### src/rtl/uart_rx_set_config_pkg.sv
// Shared constants for the UART receive / config-set path: command bytes,
// default bit divider and the RX and parser state encodings.
package uart_rx_set_config_pkg;

   localparam int BIT_DIV_DEFAULT = 87;

   localparam logic [7:0] CMD_SET     = 8'h53;
   localparam logic [7:0] CMD_DEFAULT = 8'h44;

   localparam logic [1:0] RX_IDLE  = 2'd0;
   localparam logic [1:0] RX_START = 2'd1;
   localparam logic [1:0] RX_DATA  = 2'd2;
   localparam logic [1:0] RX_STOP  = 2'd3;

   localparam logic [0:0] P_IDLE    = 1'b0;
   localparam logic [0:0] P_COLLECT = 1'b1;

   function automatic int nbytes_for(input int width);
      return (width + 7) / 8;
   endfunction

endpackage

### src/rtl/uart_rx_set_config_rx_only.sv
// 8N1 UART receiver clocked directly from clk10mhz; one bit every BIT_DIV
// cycles, sampled mid-bit after a half-bit start-bit qualification.
//
// state    | meaning
// RX_IDLE  | line idle, waiting for a synchronised falling edge
// RX_START | counting to mid start bit, re-checking it is still low
// RX_DATA  | sampling 8 data bits LSB first, one per BIT_DIV cycles
// RX_STOP  | sampling the stop bit; high loads rxData8, low flags an error
module uart_rx_only
   import uart_rx_set_config_pkg::*;
#(
   parameter int BIT_DIV = BIT_DIV_DEFAULT
) (
   input  logic       clk10mhz,
   input  logic       nRst,
   input  logic       uRx,
   output logic [7:0] rxData8,
   output logic       rxValid,
   output logic       rxFrameErr
);

   localparam int               CNT_W    = $clog2(BIT_DIV + 1);
   localparam logic [CNT_W-1:0] CNT_HALF = CNT_W'(BIT_DIV / 2);
   localparam logic [CNT_W-1:0] CNT_LAST = CNT_W'(BIT_DIV - 1);

   logic             sync1_q, sync2_q, prev_q;
   logic [1:0]       state_q, state_d;
   logic [CNT_W-1:0] cnt_q, cnt_d;
   logic [2:0]       bit_idx_q, bit_idx_d;
   logic [7:0]       shift_q, shift_d;
   logic [7:0]       data_q, data_d;
   logic             valid_q, valid_d;
   logic             ferr_q, ferr_d;

   // Synchroniser flops reset high so a held-low reset never looks like a start bit
   always_ff @(posedge clk10mhz or negedge nRst) begin
      if (!nRst) begin
         sync1_q <= 1'b1;
         sync2_q <= 1'b1;
         prev_q  <= 1'b1;
      end else begin
         sync1_q <= uRx;
         sync2_q <= sync1_q;
         prev_q  <= sync2_q;
      end
   end

   always_comb begin
      state_d   = state_q;
      cnt_d     = cnt_q;
      bit_idx_d = bit_idx_q;
      shift_d   = shift_q;
      data_d    = data_q;
      valid_d   = 1'b0;
      ferr_d    = 1'b0;
      case (state_q)
         RX_IDLE: begin
            if (prev_q && !sync2_q) begin
               state_d = RX_START;
               cnt_d   = '0;
            end
         end
         RX_START: begin
            if (cnt_q == CNT_HALF) begin
               cnt_d = '0;
               if (!sync2_q) begin
                  state_d   = RX_DATA;
                  bit_idx_d = '0;
               end else begin
                  state_d = RX_IDLE;
               end
            end else begin
               cnt_d = cnt_q + 1'b1;
            end
         end
         RX_DATA: begin
            if (cnt_q == CNT_LAST) begin
               cnt_d   = '0;
               shift_d = {sync2_q, shift_q[7:1]};
               if (bit_idx_q == 3'd7) begin
                  state_d = RX_STOP;
               end else begin
                  bit_idx_d = bit_idx_q + 1'b1;
               end
            end else begin
               cnt_d = cnt_q + 1'b1;
            end
         end
         RX_STOP: begin
            if (cnt_q == CNT_LAST) begin
               cnt_d   = '0;
               state_d = RX_IDLE;
               if (sync2_q) begin
                  data_d  = shift_q;
                  valid_d = 1'b1;
               end else begin
                  ferr_d = 1'b1;
               end
            end else begin
               cnt_d = cnt_q + 1'b1;
            end
         end
         default: begin
            state_d = RX_IDLE;
            cnt_d   = '0;
         end
      endcase
   end

   always_ff @(posedge clk10mhz or negedge nRst) begin
      if (!nRst) begin
         state_q   <= RX_IDLE;
         cnt_q     <= '0;
         bit_idx_q <= '0;
         shift_q   <= '0;
         data_q    <= '0;
         valid_q   <= 1'b0;
         ferr_q    <= 1'b0;
      end else begin
         state_q   <= state_d;
         cnt_q     <= cnt_d;
         bit_idx_q <= bit_idx_d;
         shift_q   <= shift_d;
         data_q    <= data_d;
         valid_q   <= valid_d;
         ferr_q    <= ferr_d;
      end
   end

   assign rxData8    = data_q;
   assign rxValid    = valid_q;
   assign rxFrameErr = ferr_q;

endmodule

### src/rtl/uart_rx_set_config.sv
// UART command parser driving the configuration bus: 'S' + N bytes sets
// busNow, 'D' reverts busNow to busDefault.
//
// state     | meaning
// P_IDLE    | waiting for a command byte ('S' or 'D')
// P_COLLECT | staging payload bytes LSB lane first, under inter-byte timeout
module uart_rx_set_config
   import uart_rx_set_config_pkg::*;
#(
   parameter int BIT_DIV  = BIT_DIV_DEFAULT,
   parameter int busWIDTH = 8,
   parameter int TMO_BITS = 20
) (
   input  logic                clk10mhz,
   input  logic                nRst,
   input  logic                uRx,
   input  logic [busWIDTH-1:0] busDefault,
   output logic [busWIDTH-1:0] busNow,
   output logic [7:0]          rxData8,
   output logic                rxValid,
   output logic                rxFrameErr,
   output logic                cfgUpdated
);

   localparam int               NBYTES    = nbytes_for(busWIDTH);
   localparam int               STG_W     = NBYTES * 8;
   localparam int               TMO_LIMIT = TMO_BITS * BIT_DIV;
   localparam int               TMO_W     = $clog2(TMO_LIMIT + 1);
   localparam logic [TMO_W-1:0] TMO_MAX   = TMO_W'(TMO_LIMIT);
   localparam logic [1:0]       LAST_IDX  = 2'(NBYTES - 1);

   logic [0:0]          pstate_q, pstate_d;
   logic [1:0]          idx_q, idx_d;
   logic [STG_W-1:0]    stage_q, stage_d, stage_wr;
   logic [busWIDTH-1:0] cfg_q, cfg_d;
   logic                use_def_q, use_def_d;
   logic                upd_q, upd_d;
   logic [TMO_W-1:0]    tmo_q, tmo_d;

   uart_rx_only #(
      .BIT_DIV (BIT_DIV)
   ) u_rx (
      .clk10mhz   (clk10mhz),
      .nRst       (nRst),
      .uRx        (uRx),
      .rxData8    (rxData8),
      .rxValid    (rxValid),
      .rxFrameErr (rxFrameErr)
   );

   always_comb begin
      stage_wr = stage_q;
      for (int i = 0; i < NBYTES; i++) begin
         if (idx_q == 2'(i)) begin
            stage_wr[i*8 +: 8] = rxData8;
         end
      end
   end

   // A byte arriving on the same cycle the timer expires is still consumed
   always_comb begin
      pstate_d  = pstate_q;
      idx_d     = idx_q;
      stage_d   = stage_q;
      cfg_d     = cfg_q;
      use_def_d = use_def_q;
      upd_d     = 1'b0;
      tmo_d     = tmo_q;
      case (pstate_q)
         P_IDLE: begin
            tmo_d = '0;
            if (rxValid) begin
               if (rxData8 == CMD_SET) begin
                  pstate_d = P_COLLECT;
                  idx_d    = '0;
                  stage_d  = '0;
               end else if (rxData8 == CMD_DEFAULT) begin
                  use_def_d = 1'b1;
                  upd_d     = 1'b1;
               end
            end
         end
         P_COLLECT: begin
            if (rxValid) begin
               tmo_d = '0;
               if (idx_q == LAST_IDX) begin
                  cfg_d     = stage_wr[busWIDTH-1:0];
                  use_def_d = 1'b0;
                  upd_d     = 1'b1;
                  pstate_d  = P_IDLE;
               end else begin
                  stage_d = stage_wr;
                  idx_d   = idx_q + 1'b1;
               end
            end else if (rxFrameErr || (tmo_q == TMO_MAX)) begin
               pstate_d = P_IDLE;
            end else begin
               tmo_d = tmo_q + 1'b1;
            end
         end
         default: begin
            pstate_d = P_IDLE;
         end
      endcase
   end

   always_ff @(posedge clk10mhz or negedge nRst) begin
      if (!nRst) begin
         pstate_q  <= P_IDLE;
         idx_q     <= '0;
         stage_q   <= '0;
         cfg_q     <= '0;
         use_def_q <= 1'b1;
         upd_q     <= 1'b0;
         tmo_q     <= '0;
      end else begin
         pstate_q  <= pstate_d;
         idx_q     <= idx_d;
         stage_q   <= stage_d;
         cfg_q     <= cfg_d;
         use_def_q <= use_def_d;
         upd_q     <= upd_d;
         tmo_q     <= tmo_d;
      end
   end

   assign busNow     = use_def_q ? busDefault : cfg_q;
   assign cfgUpdated = upd_q;

endmodule

### config.mk
export PLATFORM = sky130hd
export DESIGN_NAME = uart_rx_set_config
export DESIGN_NICKNAME = d
export VERILOG_FILES = /design/src/rtl/uart_rx_set_config_pkg.sv /design/src/rtl/uart_rx_set_config_rx_only.sv /design/src/rtl/uart_rx_set_config.sv
export SDC_FILE = /design/constraint.sdc
export NUM_CORES = 1
export LEC_CHECK = 0
export CAP_MARGIN = 20
export CORE_UTILIZATION = 55
export DETAILED_ROUTE_END_ITERATION = 6
export PLACE_DENSITY_LB_ADDON = 0.3
export SETUP_SLACK_MARGIN = 0.2
export SKIP_LAST_GASP = 1
export SLEW_MARGIN = 30
export SYNTH_ARGS = -nofsm -noshare
export SYNTH_HDL_FRONTEND = slang
export SYNTH_SLANG_ARGS = --single-unit
### constraint.sdc
create_clock -name clk10mhz -period 2.52 [get_ports clk10mhz]
set_clock_uncertainty 0.05 [all_clocks]
set_input_delay 0.378 -clock clk10mhz [delete_from_list [all_inputs] [get_ports clk10mhz]]
set_output_delay 0.378 -clock clk10mhz [all_outputs]
set_load 0.005 [all_outputs]
# Word-level counts from Yosys, hierarchy flattened
# Cells that the tools add are included.
# op_classes
addsub	4
n_bitwise	1
mux	55
n_reduce_logical	14
eq_ne	24
# ops
operator	n
$mux 8	6
$mux 11	2
$pmux 11 s2	1
$mux 1	21
$mux 7	3
$pmux 7 s3	1
$mux 2	10
$eq 8x7->1 const B	2
$ne 2x1->1 const B	8
$pmux 8 s2	1
$reduce_and 5->1	3
$mux 3	4
$ne 2x2->1 const B	6
$add 11x1->11 const B	1
$eq 11x11->1 const B	1
$pmux 2 s4	1
$add 7x1->7 const B	1
$eq 7x6->1 const B	1
$eq 7x7->1 const B	1
$pmux 1 s2	3
$pmux 3 s2	1
$reduce_and 3->1	2
$eq 2x2->1 const B	2
$logic_not 2->1	2
14 further kinds	14
# totals
regBits	65
word_cells	115
out_inout_bits	19
inputBits	11

# Depth between registers and ports, before layout
# Gate-level depths: netlist of the first run.
# depth
ltp_word	5
mapped_depth	7
ltp_nobuf	6

# Cells and area by module
# From an unflattened synthesis of the first run, not the netlist that was laid out.
# hier_totals
cells_unflattened	245
area_unflattened_um2	2839.0
# by_module_without_submodules
mod	seq_area_each_um2	area_each_um2	cells_each	instances
uart_rx_only	829.5	1481.4	120	1
uart_rx_set_config	601.8	1357.6	125	1

# Worst setup path before layout of the first run
# No wires, ideal clock.
# synth_timing
kind	register -> register
from	register u_rx.bit_idx_q[0]
to	register u_rx.bit_idx_q[0]
t_arrival_ps	1661
path_stages_with_launch	6
setup_time_ps	125
n_path_buf	0
period_less_slack_ps	1836
setup_slack_ps	684
required_ps	2345
path_cell_list	dfrtp_1 -> ha_1 -> ha_1 -> o41ai_1 -> nand4b_2 -> mux2_4
# synth_between
elab_chain_len	4
word_cells_on_any_way	7
classes_between	1 x add/sub; 2 x eq/ne; 3 x mux; 1 x reduce/logical
# synth_rtl
item	line_no	source
from (decl)	uart_rx_set_config_rx_only.sv:29	logic [2:0] bit_idx_q, bit_idx_d;
from (signal assigned)	uart_rx_set_config_rx_only.sv:122	bit_idx_q <= bit_idx_d;
$add 3x1->3	uart_rx_set_config_rx_only.sv:83	bit_idx_d = bit_idx_q + 1'b1;
$mux 3	uart_rx_set_config_rx_only.sv:80	if (bit_idx_q == 3'd7) begin
$mux 3	uart_rx_set_config_rx_only.sv:77	if (cnt_q == CNT_LAST) begin
$pmux 3 s2	uart_rx_set_config_rx_only.sv:56	case (state_q)
# Several ways; a longest one is shown, not always the timed one. The select of a mux whose other input is x is not followed.
# A chain may end at the register's enable or synchronous reset.

# Final worst setup path of the first run
# layout_timing
from	register use_def_q
to	output busNow[3]
# layout_between
elab_chain_len	1
# layout_rtl
item	line_no	source
from (decl)	uart_rx_set_config.sv:36	logic use_def_q, use_def_d;
from (signal assigned)	uart_rx_set_config.sv:121	use_def_q <= use_def_d;
$mux 8	uart_rx_set_config.sv:127	assign busNow = use_def_q ? busDefault : cfg_q;
to (decl)	uart_rx_set_config.sv:18	output logic [busWIDTH-1:0] busNow,
# No other way between the ends.

==> flow_summary.ini, run 1 <==
[run_status]
outcome = completed

[clocking]
clockBufferDepth = 2
cts_resized = 0
cts_sinks = 57
ctsHoldBuffers = 0
cts_buffers = 9
cts-root-buf = clkbuf_8
cts_tree = done
htree_levels = 3
cts_setup_buffers = 0
clkSlewWorstSetupHoldPaths_ns = 0.07
clk_latency_ns = 0.33

[critical_path]
path_class = flip-flop to primary output
crit_path_end_kind = primary output
crit_arrival_ns = 1.80
cp.required_ns = 2.09
path_max_fanout = 9
crit_path_start_kind = flip-flop

[sta]
setup_viol = 0
slew-limit-headroom = 0.543
fmax_ghz = 0.449
rsz0062_at_grt = false
worst_slack_ns = 0.291
drv_slew = 0
finalSetupTns_ns = 0
hold_violations = 0
period_minus_slack_ns = 2.23
worstMarginPinSlew_ns = 0.686
fin_crit_sh = 0.884
fin_hold_ws_ns = 0.117

[floorplanning]
start_util = 0.583
dieArea_sq_um = 5390
die_y_um = 73.4
coreArea_sq_um = 4820
die_w_um = 73.4
io_pins = 30
placementRows = 25

[routing]
drt_iter0_markers = 68
dr.pass1.iters = 4
routedWlPerCell_um = 14.0
antenna_left = 0
wl_um = 4950
viasPerCell = 5.52
vias = 1954
drc_errors = 0

[synthesis]
synth_compound_area_frac = 0.0664
async_reset_ff_frac = 1.00
synth_fp_nets = 268
synth-simple-area-share = 0.173
muxShareOfSynthArea = 0.155
ys_seq_area_frac = 0.510
synthAdderAreaFrac = 0.0490
synth_top_family_by_area = simple AND/OR/NAND/NOR gates
synth_xor_area_frac = 0.0156
synth_edf_count = 0
ys_top_cells_by_area = dfrtp_1 47%, mux2_2 13%, ha_1 4.9%, dfstp_2 3.7%, nand2_1 3.6%
synth_cells = 246
yosysWarnings = 0
yosysTopAreaCell = dfrtp_1
synth.distinct_cells = 47
synth.top_cell.area_share = 0.473
synthFlopType = dfrtp_1
ys_ff_latch = 57
syn-cell-area_sq_um = 2810
avgSynthCellArea_sq_um = 11.4

[grt]
grt_first_pass_wirelength_um = 8630
antenna_found_initial = 0
grt_max_degree = 58
grt_overflow_total = 0
first_global_vias = 1974
track_usage = 0.215

[run]
drv_cap = 0

[pwr]
p_per_area_nw_per_um2 = 696
peakVddDrop_mv = 0.543
cellLeakagePower_nw = 1.53

[place]
dpl_cell_area_sq_um = 3150
place_congestion = 0.818
port_buffers = 29
place_hpwl_um = 3540
dp.cells = 338
post-place-ws_ns = 0.567

[cells_and_area]
fin_cells = 354
nets = 304
nFillCells = 375
areaGrowthSynthToFinish_pct = 20.0
drive_gt1_frac = 0.209
n_antenna_cell = 0
design_area_sq_um = 3370

[hold_path]
hold_path_class = input port to async pin
==> through the flow <==
| step | power, mW | util |
|---|---|---|
| 2_1_floorplan | 1.34 | - |
| 3_3_place_gp | 1.42 | 0.655 |
| 3_5_place_dp | 1.44 | 0.655 |
| 4_1_cts | 2.37 | 0.699 |
| 5_1_grt | 2.47 | 0.699 |
| 6_report | 2.34 | 0.699 |
==> kinds of logic (layout without fill, tap and decap cells) <==
| family | after synthesis | after routing |
|---|---|---|
| AO/OA/AOI/OAI | 28 | 28 |
| XOR/XNOR | 5 | 5 |
| adder cells (fa/ha/maj) | 11 | 11 |
| buffers and inverters | 20 | 61 |
| flip-flops | 57 | 57 |
| multiplexers | 39 | 39 |
| AND/OR/NAND/NOR | 86 | 86 |
==> per-layer routing <==
| metal | GRT usage | vias to the layer above | part of all wire |
|---|---|---|---|
| met5 | 0 | - | 0 |
| met4 | 0.0833 | 0 | 0.014 |
| met3 | 0.0700 | 7 | 0.022 |
| met2 | 0.363 | 23 | 0.51 |
| met1 | 0.255 | 977 | 0.45 |
| li1 | - | 947 | - |
==> sequential cells by signal (all words and copies together) (netlist names), named ones only <==
signal / flops
cfg_q: 8
u_rx.state_q: 1
u_rx.bit_idx_q: 3
use_def_q: 1
u_rx.cnt_q: 7
u_rx.sync2_q: 1
u_rx.rxFrameErr: 1
u_rx.shift_q: 8
tmo_q: 11
u_rx.prev_q: 1
cfgUpdated: 1
u_rx.rxValid: 1
pstate_q: 1
u_rx.sync1_q: 1
u_rx.rxData8: 8
idx_q: 2
==> synthesized netlist by cell type (4+ instances only) <==
master and number:
nor2b_1 5, nand2_1 27, o21ai_0 8, dfrtp_1 53, mux2i_1 6, nor2_1 12
inv_1 15, or4_1 4, dfstp_2 4, nand3_1 6, mux2_2 32, ha_1 11
xnor2_1 5
==> cells in the final DEF (no fill, tap or decap), types with 4 or more instances in the layout <==
cell	instances
ha_1	11
nand2_1	27
clkdlybuf4s50_1	28
dfstp_2	4
xnor2_1	5
mux2i_1	6
inv_1	15
or4_1	4
dfrtp_1	53
mux2_2	32
nand3_1	6
nor2_1	12
clkbuf_8	10
o21ai_0	8
nor2b_1	5
==> critical path, stage by stage, from the launching register on <==
cell and delay (ns):
dfstp_2 0.65, mux2_2 0.37, clkdlybuf4s50_1 0.45
==> path summary, 6_finish.rpt <==
check	start	end	slack, ns	cells after the start
min	nRst	cfgUpdated	0.12	2
max	use_def_q	busNow[3]	0.29	2
min in group clk10mhz	u_rx.sync1_q	u_rx.sync2_q	0.30	0
max reg2reg	u_rx.cnt_q[0]	u_rx.bit_idx_q[0]	0.58	5
min reg2reg	u_rx.sync1_q	u_rx.sync2_q	0.30	0
max in group asynchronous	nRst	u_rx.cnt_q[3]	1.83	2
==> area by class of cell <==
| type | count | area, sq um | share of cell area |
|---|---|---|---|
| sequential | 57 | 1430 | 0.425 |
| clock inverter | 3 | 65.1 | 0.0193 |
| tap | 67 | 83.8 | 0.0249 |
| clock buffer | 13 | 149 | 0.0442 |
| inverter | 15 | 56.3 | 0.0167 |
| timing repair buffer | 30 | 293 | 0.0869 |
| multi-input combinational | 169 | 1290 | 0.383 |
==> power by group <==
group | leakage (nW) | switching [mW] | internal [mW]
registers | 0.777 | 0.0398 | 0.958
logic | 0.650 | 0.255 | 0.167
clock network | 0.108 | 0.340 | 0.583
No activity file was read; power rests on OpenSTA's default activity.
==> run 2: changes to the inputs <==
- CORE_UTILIZATION: 55 -> 34
==> run 2 against run 1 <==
Compared with the run above:
- worst hold slack improved by 0.19 ns
- highest routed layer unchanged
- power decreased by 3.1%
- clock-buffer cell count decreased by 2
- non-clock buffer count is 1 higher
- setup slack worse by 0.014 ns
- maximum frequency is 0.64% lower
- via count down 0.56%
- utilization fell by 26 points
- flip-flop and latch count did not move
- clock power decreased by 8.2%
- critical path type unchanged
==> flow_summary.ini, run 2 (synthesized netlist as in run 1, its figures left out) <==
[routing]
viasPerCell = 4.98
wl_met3_um = 190
routedWlPerCell_um = 12.9
met2_length_um = 2290
highest_layer = met4
m1WireLength_um = 2460
vias = 1943
dr.pass1.iters = 4
wl_um = 5020
drc_errors = 0
antenna_left = 0
drt_iter0_markers = 44

[place]
dpl_cell_area_sq_um = 3210
place_hpwl_um = 3630
place_congestion = 0.814
port_buffers = 29

[hold_path]
hold_path_end = u_rx.sync2_q
holdCritStartpoint = u_rx.sync1_q
hold_path_class = flip-flop to flip-flop
hold_depth = 0

[clocking]
cts_resized = 0
cts-root-buf = clkbuf_8
htree_levels = 3
cts_setup_buffers = 0
cts_sinks = 57
cts_tree = done
clockBufferDepth = 2
clk_latency_ns = 0.34
clkSlewWorstSetupHoldPaths_ns = 0.07
cts_buffers = 9

[critical_path]
crit_path_max_incr_delay_ns = 0.65
crit_chain = mux2_2 -> clkdlybuf4s50_1
r2r_end = u_rx.bit_idx_q[0]
path_max_fanout = 9
crit_arrival_ns = 1.82
crit_path_start_kind = flip-flop
cp_top_family = flip-flops
cp_slowest_cell = dfstp_2
path_class = flip-flop to primary output
cp.required_ns = 2.09
r2r_slack_ns = 0.57
r2r-start = u_rx.bit_idx_q[0]
critPathBufInv = 1
reg2reg_depth = 5
crit_path_end_kind = primary output

[sta]
period_minus_slack_ns = 2.24
fin_crit_sh = 0.890
drv_slew = 0
setup_viol = 0
finalSetupTns_ns = 0
hold_violations = 0
worstMarginPinSlew_ns = 0.543
rsz0062_at_grt = true
fmax_ghz = 0.446
slew-limit-headroom = 0.638

[run]
drv_cap = 0

[cells_and_area]
largest_reg_flops = 11
final_common_cell = dfrtp_1
top_register = tmo_q
nets = 305
drive_gt1_frac = 0.215
n_antenna_cell = 0
final_cell_mix = 53 x dfrtp_1, 32 x mux2_2, 28 x clkdlybuf4s50_1
design_area_sq_um = 3420
areaGrowthSynthToFinish_pct = 21.7

[pwr]
cellLeakagePower_nw = 1.54
peakVddDrop_mv = 0.476
p_per_area_nw_per_um2 = 665

[floorplanning]
die_y_um = 92.9
coreArea_sq_um = 7850
io_pins = 30
start_util = 0.358
dieArea_sq_um = 8620
die_w_um = 92.9
placementRows = 32

[grt]
track_usage = 0.140
antenna_found_initial = 0
grt_first_pass_wirelength_um = 9320
grt_overflow_total = 0
grt_max_degree = 35
first_global_vias = 1970

[run_status]
outcome = completed
[run 2: power breakdown]
part | switching [mW] | total [mW] | internal (mW)
Clock | 0.365 | 0.847 | 0.481
Sequential | 0.0404 | 0.998 | 0.958
Combinational | 0.255 | 0.425 | 0.170
[run 2: per-stage QoR]
| stage | std cells | utilization | total power [mW] | setup WS (ns) | hold slack [ns] |
|---|---|---|---|---|---|
| global placement | 373 | 0.409 | 1.43 | 0.623 | 0.296 |
| global route | 390 | 0.435 | 2.41 | 0.192 | 0.308 |
| detailed placement | 373 | 0.409 | 1.44 | 0.592 | 0.298 |
| CTS | 390 | 0.435 | 2.30 | 0.256 | 0.307 |
| finish | 390 | 0.435 | 2.27 | 0.277 | 0.305 |
| floorplan | 246 | - | 1.34 | 0.684 | 0.0324 |
[run 2: worst max-delay path by stage]
stage,to,start,cells past startpoint
2_1_floorplan,u_rx.bit_idx_q[0],u_rx.bit_idx_q[0],5
3_3_place_gp,busNow[6],busDefault[6],3
3_5_place_dp,u_rx.bit_idx_q[0],u_rx.bit_idx_q[0],5
4_1_cts,busNow[7],use_def_q,2
5_1_grt,busNow[7],use_def_q,2
6_report,busNow[7],use_def_q,2
[run 2: per-layer routing]
layer | track usage | up-vias
met5 | 0 | -
met4 | 0.0423 | 0
met3 | 0.0624 | 9
met2 | 0.210 | 21
met1 | 0.180 | 962
li1 | - | 951
[run 2: cell type report]
class	count	area (sq um)
Clock buffer	11	141
Multi-Input combinational cell	169	1290
Clock inverter	5	53.8
Sequential cell	57	1430
Fill cell	772	4430
Timing Repair Buffer	31	315
Inverter	15	56.3
Tap cell	102	128
[run 2: what timing repair did]
| action | 4_1_cts | 5_1_grt |
|---|---|---|
| setup endpoints to repair | 0 | 1 |
| hold buffers | 1 | 0 |
| hold endpoints to repair | 19 | 0 |
==> run 3: changes to the inputs <==
- GPL_TIMING_DRIVEN: default -> 0
==> run 3 against run 2 <==
Compared with the run above:
- critical path depth did not move
- power fell by 4.0%
- combinational power rose by 6.4%
- cell count rose by 1.0%
- sequential power barely moved
- non-clock buffer count rose by 4
- first-iteration DRC count rose to 2.5 times the previous value
- cell area barely moved
- flip-flop and latch count did not move
- setup slack improved by 0.033 ns
==> flow_summary.ini, run 3 (synthesized netlist as in run 1, its figures left out) <==
[place]
post-place-ws_ns = 0.384
place_congestion = 0.763
dpl_cell_area_sq_um = 3240
dp.cells = 378
port_buffers = 29
place_hpwl_um = 3700

[critical_path]
r2r_end = tmo_q[6]
crit_path_start_kind = flip-flop
path_class = flip-flop to primary output
r2r_slack_ns = 0.51
cp.required_ns = 2.09
crit_arrival_ns = 1.78
reg2reg_depth = 7
crit_path_end_kind = primary output
r2r-start = tmo_q[0]
path_max_fanout = 9

[grt]
grt_first_pass_wirelength_um = 9100
grt_overflow_total = 0
antenna_found_initial = 0
grt_max_degree = 43
first_global_vias = 2030
track_usage = 0.135

[sta]
worstMarginPinSlew_ns = 0.467
period_minus_slack_ns = 2.21
worst_slack_ns = 0.310
fin_crit_sh = 0.877
fin_hold_ws_ns = 0.317
setup_viol = 0
drv_slew = 0
hold_violations = 0
slew-limit-headroom = 0.688
fmax_ghz = 0.453
rsz0062_at_grt = false

[run_status]
outcome = completed

[clocking]
cts_tree = done
clk_latency_ns = 0.34
htree_levels = 3
cts_sinks = 57
cts-root-buf = clkbuf_8
cts_buffers = 9
clkSlewWorstSetupHoldPaths_ns = 0.07
cts_setup_buffers = 0
clockBufferDepth = 2

[pwr]
seqPwrFrac = 0.458
cellLeakagePower_nw = 1.54
clkPwrFrac = 0.335
comb_power_share = 0.207
p_per_area_nw_per_um2 = 638
peakVddDrop_mv = 0.387
power.internal_mw = 1.53
p_sw_mw = 0.650
p_sw_frac = 0.298

[routing]
viasPerCell = 5.00
vias = 1969
drt_iter0_markers = 110
antenna_left = 0
wl_um = 5230
drc_errors = 0
routedWlPerCell_um = 13.3
dr.pass1.iters = 4

[floorplanning]
placementRows = 32
die_y_um = 92.9
die_w_um = 92.9
coreArea_sq_um = 7850
io_pins = 30
start_util = 0.358
dieArea_sq_um = 8620

[cells_and_area]
final_cell_mix = 53 x dfrtp_1, 32 x mux2_2, 28 x clkdlybuf4s50_1
areaGrowthSynthToFinish_pct = 21.7
nets = 309
n_antenna_cell = 0
top_register = tmo_q
largest_reg_flops = 11
final_common_cell = dfrtp_1
design_area_sq_um = 3410
drive_gt1_frac = 0.216
fin_cells = 394
post-route-util = 0.435

[hold_path]
hold_path_class = flip-flop to flip-flop
hold_path_end = u_rx.sync2_q
holdCritStartpoint = u_rx.sync1_q
hold_depth = 0

[run]
drv_cap = 0
## run 3: power groups by stage
stage | clock network (mW) | registers [mW] | logic [mW]
after floorplan | 0 | 1.00 | 0.336
after global placement | 0 | 1.01 | 0.438
after detailed placement | 0 | 1.01 | 0.452
after CTS | 0.759 | 0.997 | 0.456
after global routing | 0.793 | 1.00 | 0.514
final | 0.729 | 0.998 | 0.452
## run 3: how the worst max path moves through the flow
stage,from,end,slack (ns),cells after the start
2_1_floorplan,u_rx.bit_idx_q[0],u_rx.bit_idx_q[0],0.68,5
3_3_place_gp,nRst,u_rx.cnt_q[3],-0.75,1
3_5_place_dp,use_def_q,busNow[7],0.38,3
4_1_cts,use_def_q,busNow[1],0.28,2
5_1_grt,use_def_q,busNow[5],0.21,2
6_report,use_def_q,busNow[2],0.31,2
## run 3: per-stage QoR
step,setup TNS [ns],total power [mW]
final,0,2.18
after global routing,0,2.31
after CTS,0,2.21
after detailed placement,0,1.47
after global placement,-40.07,1.45
after floorplan,0,1.34
## run 3: cell type report
class,count,area [sq um]
buffer,4,25.0
clock buffer,13,149
clock inverter,3,17.5
fill,764,4430
inverter,15,56.3
multi-input combinational,169,1290
sequential,57,1430
tap,102,128
timing repair buffer,31,318
## run 3: timing repair
action,in CTS,in global routing
hold buffers,1,0
endpoints found under the setup margin,8,0
hold endpoints to repair,14,0
resized for setup,0,0
## run 3: critical path, cell delays in order, from the launching register on
cell	delay (ns)
dfstp_2	0.64
mux2_2	0.36
clkdlybuf4s50_1	0.44
## run 3: metal layers
metal	track usage	share of wire	vias to the layer above
met5	0	0	-
li1	-	-	955
met4	0.0564	0.0094	0
met1	0.162	0.48	983
met3	0.0468	0.034	4
met2	0.221	0.48	27
